### src/rtl/bin2bcd_seq_ctrl_if.sv
// ---------------------------------------------------------------------------
// bin2bcd_seq_ctrl_if
// Handshake and result bundle between the calculator core (master) and the
// sequential binary-to-BCD converter (slave).
//   start        : conversion request, core -> converter
//   numero       : unsigned binary operand, core -> converter
//   busy         : conversion in progress, converter -> core
//   done         : one-cycle completion pulse, converter -> core
//   ovf          : operand did not fit in eight decimal digits
//   num0..num7   : registered BCD digits, num0 = units, num7 = 10^7
// ---------------------------------------------------------------------------
interface bin2bcd_seq_ctrl_if #(
    parameter int WIDTH = 27
);
    logic             start;
    logic [WIDTH-1:0] numero;
    logic             busy;
    logic             done;
    logic             ovf;
    logic [3:0]       num0;
    logic [3:0]       num1;
    logic [3:0]       num2;
    logic [3:0]       num3;
    logic [3:0]       num4;
    logic [3:0]       num5;
    logic [3:0]       num6;
    logic [3:0]       num7;

    modport master (
        output start, numero,
        input  busy, done, ovf,
        input  num0, num1, num2, num3, num4, num5, num6, num7
    );

    modport slave (
        input  start, numero,
        output busy, done, ovf,
        output num0, num1, num2, num3, num4, num5, num6, num7
    );
endinterface

### src/rtl/bin2bcd_seq_ctrl.sv
// ---------------------------------------------------------------------------
// bin2bcd_seq_ctrl
// Iterative shift-add-3 (double-dabble) binary-to-BCD converter for the
// calculator display path. One conversion takes WIDTH shift cycles after the
// accepting edge; results and the overflow flag are registered and held
// until the next completion.
//
// Ports:
//   clk  : system clock, rising edge
//   rst  : asynchronous active-high reset
//   bus  : bin2bcd_seq_ctrl_if.slave (start/numero in; busy/done/ovf/num0..7 out)
//
// Build option:
//   LEADING_ZERO_BLANK_EN - when defined, leading zero digits num7..num1 are
//   replaced by 4'hF (7-seg blank code) at completion, unless ovf is set.
// ---------------------------------------------------------------------------
module bin2bcd_seq_ctrl #(
    parameter int WIDTH  = 27,
    parameter int DIGITS = 8
) (
    input  logic               clk,
    input  logic               rst,
    bin2bcd_seq_ctrl_if.slave  bus
);

    localparam int SCR_W = DIGITS * 4;
    localparam int CNT_W = $clog2(WIDTH + 1);
    localparam logic [CNT_W-1:0] LAST_SHIFT = CNT_W'(WIDTH - 1);
    // Smallest operand that needs a ninth decimal digit.
    localparam logic [63:0] OVF_LIMIT = 64'd100000000;

    localparam logic [0:0] ST_IDLE  = 1'b0;
    localparam logic [0:0] ST_SHIFT = 1'b1;

    logic [0:0]       state_q,    state_d;
    logic [WIDTH-1:0] bin_q,      bin_d;
    logic [SCR_W-1:0] scratch_q,  scratch_d;
    logic [CNT_W-1:0] cnt_q,      cnt_d;
    logic             ovf_pend_q, ovf_pend_d;
    logic             ovf_q,      ovf_d;
    logic             done_q,     done_d;
    logic [SCR_W-1:0] num_q,      num_d;

    logic [SCR_W-1:0]       scratch_adj;
    logic [SCR_W+WIDTH-1:0] shifted;
    logic [SCR_W-1:0]       res_digits;

    // Add-3 correction on every nibble that would reach >= 10 after doubling.
    genvar gi;
    generate
        for (gi = 0; gi < DIGITS; gi++) begin : g_adj
            assign scratch_adj[gi*4 +: 4] = (scratch_q[gi*4 +: 4] >= 4'd5)
                                          ? scratch_q[gi*4 +: 4] + 4'd3
                                          : scratch_q[gi*4 +: 4];
        end
    endgenerate

    // The bit shifted out of the top digit is dropped, so the digits end up
    // holding the operand modulo 10^DIGITS.
    assign shifted = {scratch_adj, bin_q} << 1;

    // Digits as they will look after the final shift.
    always_comb begin
        res_digits = shifted[WIDTH +: SCR_W];
`ifdef LEADING_ZERO_BLANK_EN
        begin
            logic leading;
            // An overflowed value is shown in full so the truncation is visible.
            leading = !ovf_pend_q;
            for (int i = DIGITS - 1; i >= 1; i--) begin
                if (leading && (res_digits[i*4 +: 4] == 4'd0)) begin
                    res_digits[i*4 +: 4] = 4'hF;
                end else begin
                    leading = 1'b0;
                end
            end
        end
`endif
    end

    always_comb begin
        state_d    = state_q;
        bin_d      = bin_q;
        scratch_d  = scratch_q;
        cnt_d      = cnt_q;
        ovf_pend_d = ovf_pend_q;
        ovf_d      = ovf_q;
        done_d     = 1'b0;
        num_d      = num_q;

        case (state_q)
            ST_IDLE: begin
                if (bus.start) begin
                    bin_d      = bus.numero;
                    scratch_d  = '0;
                    cnt_d      = '0;
                    ovf_pend_d = (64'(bus.numero) >= OVF_LIMIT);
                    state_d    = ST_SHIFT;
                end
            end
            ST_SHIFT: begin
                scratch_d = shifted[WIDTH +: SCR_W];
                bin_d     = shifted[WIDTH-1:0];
                cnt_d     = cnt_q + 1'b1;
                if (cnt_q == LAST_SHIFT) begin
                    num_d   = res_digits;
                    ovf_d   = ovf_pend_q;
                    done_d  = 1'b1;
                    state_d = ST_IDLE;
                end
            end
            default: begin
                state_d = ST_IDLE;
            end
        endcase
    end

    always_ff @(posedge clk or posedge rst) begin
        if (rst) begin
            state_q    <= ST_IDLE;
            bin_q      <= '0;
            scratch_q  <= '0;
            cnt_q      <= '0;
            ovf_pend_q <= 1'b0;
            ovf_q      <= 1'b0;
            done_q     <= 1'b0;
            num_q      <= '0;
        end else begin
            state_q    <= state_d;
            bin_q      <= bin_d;
            scratch_q  <= scratch_d;
            cnt_q      <= cnt_d;
            ovf_pend_q <= ovf_pend_d;
            ovf_q      <= ovf_d;
            done_q     <= done_d;
            num_q      <= num_d;
        end
    end

    assign bus.busy = (state_q == ST_SHIFT);
    assign bus.done = done_q;
    assign bus.ovf  = ovf_q;
    assign bus.num0 = num_q[3:0];
    assign bus.num1 = num_q[7:4];
    assign bus.num2 = num_q[11:8];
    assign bus.num3 = num_q[15:12];
    assign bus.num4 = num_q[19:16];
    assign bus.num5 = num_q[23:20];
    assign bus.num6 = num_q[27:24];
    assign bus.num7 = num_q[31:28];

endmodule

### src/flat_wrapper.sv
// flat-port wrapper written by rule: the top's interface ports become plain ports
module bin2bcd_seq_ctrl_flat 
#(
    parameter int WIDTH  = 27,
    parameter int DIGITS = 8
)
  (clk, rst, bus_start, bus_numero, bus_busy, bus_done, bus_ovf, bus_num0, bus_num1, bus_num2, bus_num3, bus_num4, bus_num5, bus_num6, bus_num7);
  bin2bcd_seq_ctrl_if #(.WIDTH(WIDTH)) bus_i ();
  input  logic clk;
  input  logic rst;
  input wire logic [$bits(bus_i.start)-1:0] bus_start;
  input wire logic [$bits(bus_i.numero)-1:0] bus_numero;
  output wire logic [$bits(bus_i.busy)-1:0] bus_busy;
  output wire logic [$bits(bus_i.done)-1:0] bus_done;
  output wire logic [$bits(bus_i.ovf)-1:0] bus_ovf;
  output wire logic [$bits(bus_i.num0)-1:0] bus_num0;
  output wire logic [$bits(bus_i.num1)-1:0] bus_num1;
  output wire logic [$bits(bus_i.num2)-1:0] bus_num2;
  output wire logic [$bits(bus_i.num3)-1:0] bus_num3;
  output wire logic [$bits(bus_i.num4)-1:0] bus_num4;
  output wire logic [$bits(bus_i.num5)-1:0] bus_num5;
  output wire logic [$bits(bus_i.num6)-1:0] bus_num6;
  output wire logic [$bits(bus_i.num7)-1:0] bus_num7;
  assign bus_i.start = bus_start;
  assign bus_i.numero = bus_numero;
  assign bus_busy = bus_i.busy;
  assign bus_done = bus_i.done;
  assign bus_ovf = bus_i.ovf;
  assign bus_num0 = bus_i.num0;
  assign bus_num1 = bus_i.num1;
  assign bus_num2 = bus_i.num2;
  assign bus_num3 = bus_i.num3;
  assign bus_num4 = bus_i.num4;
  assign bus_num5 = bus_i.num5;
  assign bus_num6 = bus_i.num6;
  assign bus_num7 = bus_i.num7;
  bin2bcd_seq_ctrl #(.WIDTH(WIDTH), .DIGITS(DIGITS)) u_core (.clk(clk), .rst(rst), .bus(bus_i));
endmodule
### config.mk
export PLATFORM = sky130hd
export DESIGN_NAME = bin2bcd_seq_ctrl_flat
export DESIGN_NICKNAME = d
export VERILOG_FILES = /design/src/rtl/bin2bcd_seq_ctrl_if.sv /design/src/rtl/bin2bcd_seq_ctrl.sv /design/src/flat_wrapper.sv
export SDC_FILE = /design/constraint.sdc
export NUM_CORES = 1
export LEC_CHECK = 0
export CAP_MARGIN = 20
export CELL_PAD_IN_SITES_DETAIL_PLACEMENT = 1
export CELL_PAD_IN_SITES_GLOBAL_PLACEMENT = 2
export CORE_AREA = 2 2 123 125
export DETAILED_ROUTE_END_ITERATION = 8
export DIE_AREA = 0 0 125 127
export GPL_TIMING_DRIVEN = 0
export PLACE_DENSITY_LB_ADDON = 0.1
export RECOVER_POWER = 50
export SLEW_MARGIN = 10
export SYNTH_ARGS = -nofsm -noshare
export SYNTH_HDL_FRONTEND = slang
export SYNTH_SLANG_ARGS = --single-unit
### constraint.sdc
create_clock -name clk -period 4.81 [get_ports clk]
set_clock_uncertainty 0.1 [all_clocks]
set_input_delay 1.2025 -clock clk [delete_from_list [all_inputs] [get_ports clk]]
set_output_delay 1.2025 -clock clk [all_outputs]
set_load 0.01 [all_outputs]
Yosys cells after proc, flatten, opt, wreduce, memory -nomap -nowiden
Index checks and enable logic that the tools add are counted.

word-level totals
  input port bits = 30
  logic and storage cells = 50
  flip-flop bits (word level) = 100
  output and inout port bits = 35

cells by class
  multiplexer cells = 19
  equality and inequality tests = 2
  bitwise logic cells = 1
  order comparisons = 9
  add/subtract/negate cells = 9
  reductions and logical operators = 2

operators by type and width
  kind                                                               count
  case mux 32 bit (2 select lines)                                   1
  case mux 27 bit (2 select lines)                                   1
  greater-or-equal comparator 4 x 3 -> 1 bit, second input constant  8
  2-to-1 mux 32 bit                                                  1
  adder 4 x 2 -> 4 bit, second input constant                        7
  2-to-1 mux 4 bit                                                   7
  greater-or-equal comparator 27 bit, second input constant          1
  2-to-1 mux 27 bit                                                  1
  case mux 5 bit (2 select lines)                                    1
  adder 5 x 1 -> 5 bit, second input constant                        1
  == test 5 bit, second input constant                               1
  2-to-1 mux 5 bit                                                   1
  2-to-1 mux 1 bit                                                   4
  AND reduction 2 bit                                                2
  adder 3 x 2 -> 3 bit, second input constant                        1
  2-to-1 mux 3 bit                                                   1
  inequality test 2 bit, second input constant                       1
  case mux 1 bit (2 select lines)                                    1
  NOT 1 bit                                                          1

Longest topological paths before layout
  depth in word-level cells = 3
  depth in mapped cells = 6
  mapped depth without buffers = 6

Least setup slack after synthesis
No wires, ideal clock.

  path kind = input to register
  start = input port bus_numero[11]
  end = register u_core.ovf_pend_q
  slack = 2.677 ns
  data required time = 4.584 ns
  library setup time = 0.126 ns
  path buffers = 0
  cell stages on the path = 3
  arrival time = 1.907 ns
  cells stage by stage = or4_1 -> o21ai_0 -> a21oi_1

between the ends
  longest elaborated chain between the ends = 1

RTL lines
  what                                RTL line                 source
  start: declaration                  flat_wrapper.sv:12       input wire logic [$bits(bus_i.numero)-1:0] bus_numero;
  greater-or-equal comparator 27 bit  bin2bcd_seq_ctrl.sv:97   ovf_pend_d = (64'(bus.numero) >= OVF_LIMIT);
  end signal: assignment              bin2bcd_seq_ctrl.sv:133  ovf_pend_q <= ovf_pend_d;
  end: declaration                    bin2bcd_seq_ctrl.sv:39   logic ovf_pend_q, ovf_pend_d;

Every way passes these cells.
A chain may end at the register's enable or synchronous reset.

Worst setup path after layout
  start = register u_core.num_q[0]
  end = output port bus_num0[0]

RTL lines
  what                      RTL line                 source
  start: declaration        bin2bcd_seq_ctrl.sv:42   logic [SCR_W-1:0] num_q, num_d;
  start signal: assignment  bin2bcd_seq_ctrl.sv:136  num_q <= num_d;
  end: declaration          flat_wrapper.sv:16       output wire logic [$bits(bus_i.num0)-1:0] bus_num0;

No word-level cell between the ends.

==> qor.txt <==
Status = completed
Via Count = 3664
Syn_area_per_cell = 10.6 um2
Clk slew on worst S/H paths = 0.07 ns
Worst-case reg-to-reg path depth = 5
Slowest stage delay, CP = 0.55 ns
Crit-path cells = clkdlybuf4s50_1
Max Cap Violations = 0
Top Ports = 65
Pin count of the biggest net entering global routing = 81
CP Class = reg -> out
Port bufs = 63
DRC = 0
H-tree Lvls = 3
Worst Path Buf+Inv = 1
CTS resizes = 0
Max-slew violations = 0
Latest clock arrival within the worst-skew pair = 0.35 ns
Number of cells on the critical path = 1
Area of placed instances = 0.00589 mm2
Hold Fails Final Rpt = 0
Arrival @ worst endpoint = 1.27 ns
CTS Root Cell = clkbuf_16
Slew at the pin closest to its max-slew limit = 1.15 ns
# nets final = 593
Starting DRT DRC Count = 157
DIE AREA = 0.0159 mm2
Hold crit path type = reg -> reg
Worst hold path startpoint = u_core.bin_q[11]
Worst slew margin = 22.8%
Final hold slack = 0.375 ns
Leakage power total = 2.82 nW
Sequential area share after synthesis = 50.1%
Nature of the critical path startpoint = flip-flop
Mapped cell area = 0.00500 mm2
Fin crit period = 2.58 ns
# setup viols final = 0
Crit path required time = 3.51 ns
Post-CTS Setup Inserts = 0
CTS buffer count = 9
Final Cycle Share = 53.6%
Row Count = 44
Die Wd = 125 um
Post-route cell area = 0.00609 mm2
Placer Congestion = 0.786
Initial Utilization = 34.6%
CTS Buffer Depth = 2
Most common cell after layout, fill and taps aside = dfrtp_1
Initial antenna violation count = 0
Grt total ovfl = 0
TritonCTS clock tree = done
Yosys Warn Count = 0
#FFs+latches synth = 100
CP endpoint kind = primary output
Die H = 127 um
Commonest cells after routing, fill and taps aside = dfrtp_1 (100), clkdlybuf4s50_1 (62), o21ai_0 (59), nand2_1 (54), mux2i_1 (46)
DR pass1 iterations = 4
Highest-delay cell along the critical path = clkdlybuf4s50_1
Number of global-route vias before repair = 3978
Max VDD drop = 0.172 mV
Worst reg2reg path startpoint = u_core.bus.busy
Hold Buf Count CTS = 0
Worst Setup SP = u_core.num_q[0]
Global-route usage over all layers = 16.4%
Final Non-Filler Cells = 732
Core Area = 0.0144 mm2
Layout cells sized above 1 = 5.11%
RSZ-0062 raised after global routing = no
Family with the most delay on the worst path = buffers and inverters
Area delta synth->final = 22.0%
Total chip power = 3.91 mW
ANT nets after route = 0
DP Worst Slack = 2.05 ns
Avg WL per Cell = 17.0 um
Diode count = 0
Final worst-path setup slack = 2.23 ns
Pwr Density = 642 mW/mm2
F_max = 0.388 GHz
HPWL after DPL = 8570 um
CTS Sinks = 100
Placed Instances = 718
Synth cell types = 31
Gate count of the mapped netlist = 470
First-pass GRT wire length = 20600 um
Worst Path Max Fanout = 2
DR vias/cell = 5.01
Total Wirelength = 12400 um
Post-synthesis net count = 518
Hold path cells = 2
## final timing paths
kind | to | slack [ns]
max in group asynchronous | u_core.num_q[7] | 2.28
worst max register to register | u_core.num_q[1] | 2.31
worst min register to register | u_core.bin_q[12] | 0.38
min in group asynchronous | u_core.bin_q[13] | 1.43
worst max-delay path | bus_num0[0] | 2.23
worst min-delay path | u_core.bin_q[12] | 0.38
## stage by stage
step	utilization, %	TNS [ns]
floorplan	-	0
global placement	40.6	-90.93
detailed placement	40.8	0
CTS	42.9	0
global route	42.2	0
finish	42.2	0
## logic make-up after synthesis
family | share of synthesized area [%]
flip-flops | 50.1
adder cells (fa/ha/maj) | 4.51
buffers and inverters | 4.21
AO/OA/AOI/OAI | 12.3
XOR/XNOR | 1.75
AND/OR/NAND/NOR | 13.5
multiplexers | 13.6
## power breakdown
part	leakage, nW	total, mW	internal [mW]	switching, mW
combinational	1.39	1.69	0.854	0.836
sequential	1.28	1.48	1.21	0.274
clock	0.145	0.744	0.426	0.318
## state kept, by name, summed over array words and instances (netlist names)
signal             cells
u_core.scratch_q      32
u_core.ovf_pend_q      1
u_core.bus.ovf         1
u_core.cnt_q           5
u_core.num_q          32
u_core.bus.done        1
u_core.bin_q          27
u_core.bus.busy        1
## synthesized netlist by cell type, drive strengths merged
master	instances	area share, %
a211oi	1	0.15
a21o	17	2.6
a21oi	24	2.4
a22o	6	1.1
and2	5	0.63
buf	17	2.1
clkbuf	8	0.60
dfrtp	100	50
ha	18	4.5
inv	19	1.5
mux2	16	4.4
mux2i	46	9.2
nand2	54	4.1
nand2b	21	2.6
nand3	5	0.50
nand4	3	0.68
nor2	8	0.60
nor2b	3	0.53
nor3	6	0.60
nor3b	21	3.2
o21ai	59	5.9
o22ai	1	0.13
o31ai	1	0.15
or4	1	0.15
xnor2	10	1.8
## layer usage
metal,share of wire [%],up-vias,track usage [%]
met5,0,-,0
met4,1.5,0,6.21
met3,3.0,10,2.47
met2,48,51,28.1
met1,48,1833,21.1
li1,-,1770,-
## cell type report
cell class / instances / area (um2)
tap: 184 / 230
inverter: 19 / 73.8
multi-input combinational: 326 / 2240
clock buffer: 12 / 256
clock inverter: 2 / 35.0
buffer: 25 / 98.8
sequential: 100 / 2500
fill: 1651 / 8330
timing repair buffer: 64 / 658
No activity file was read; power rests on OpenSTA's default activity.
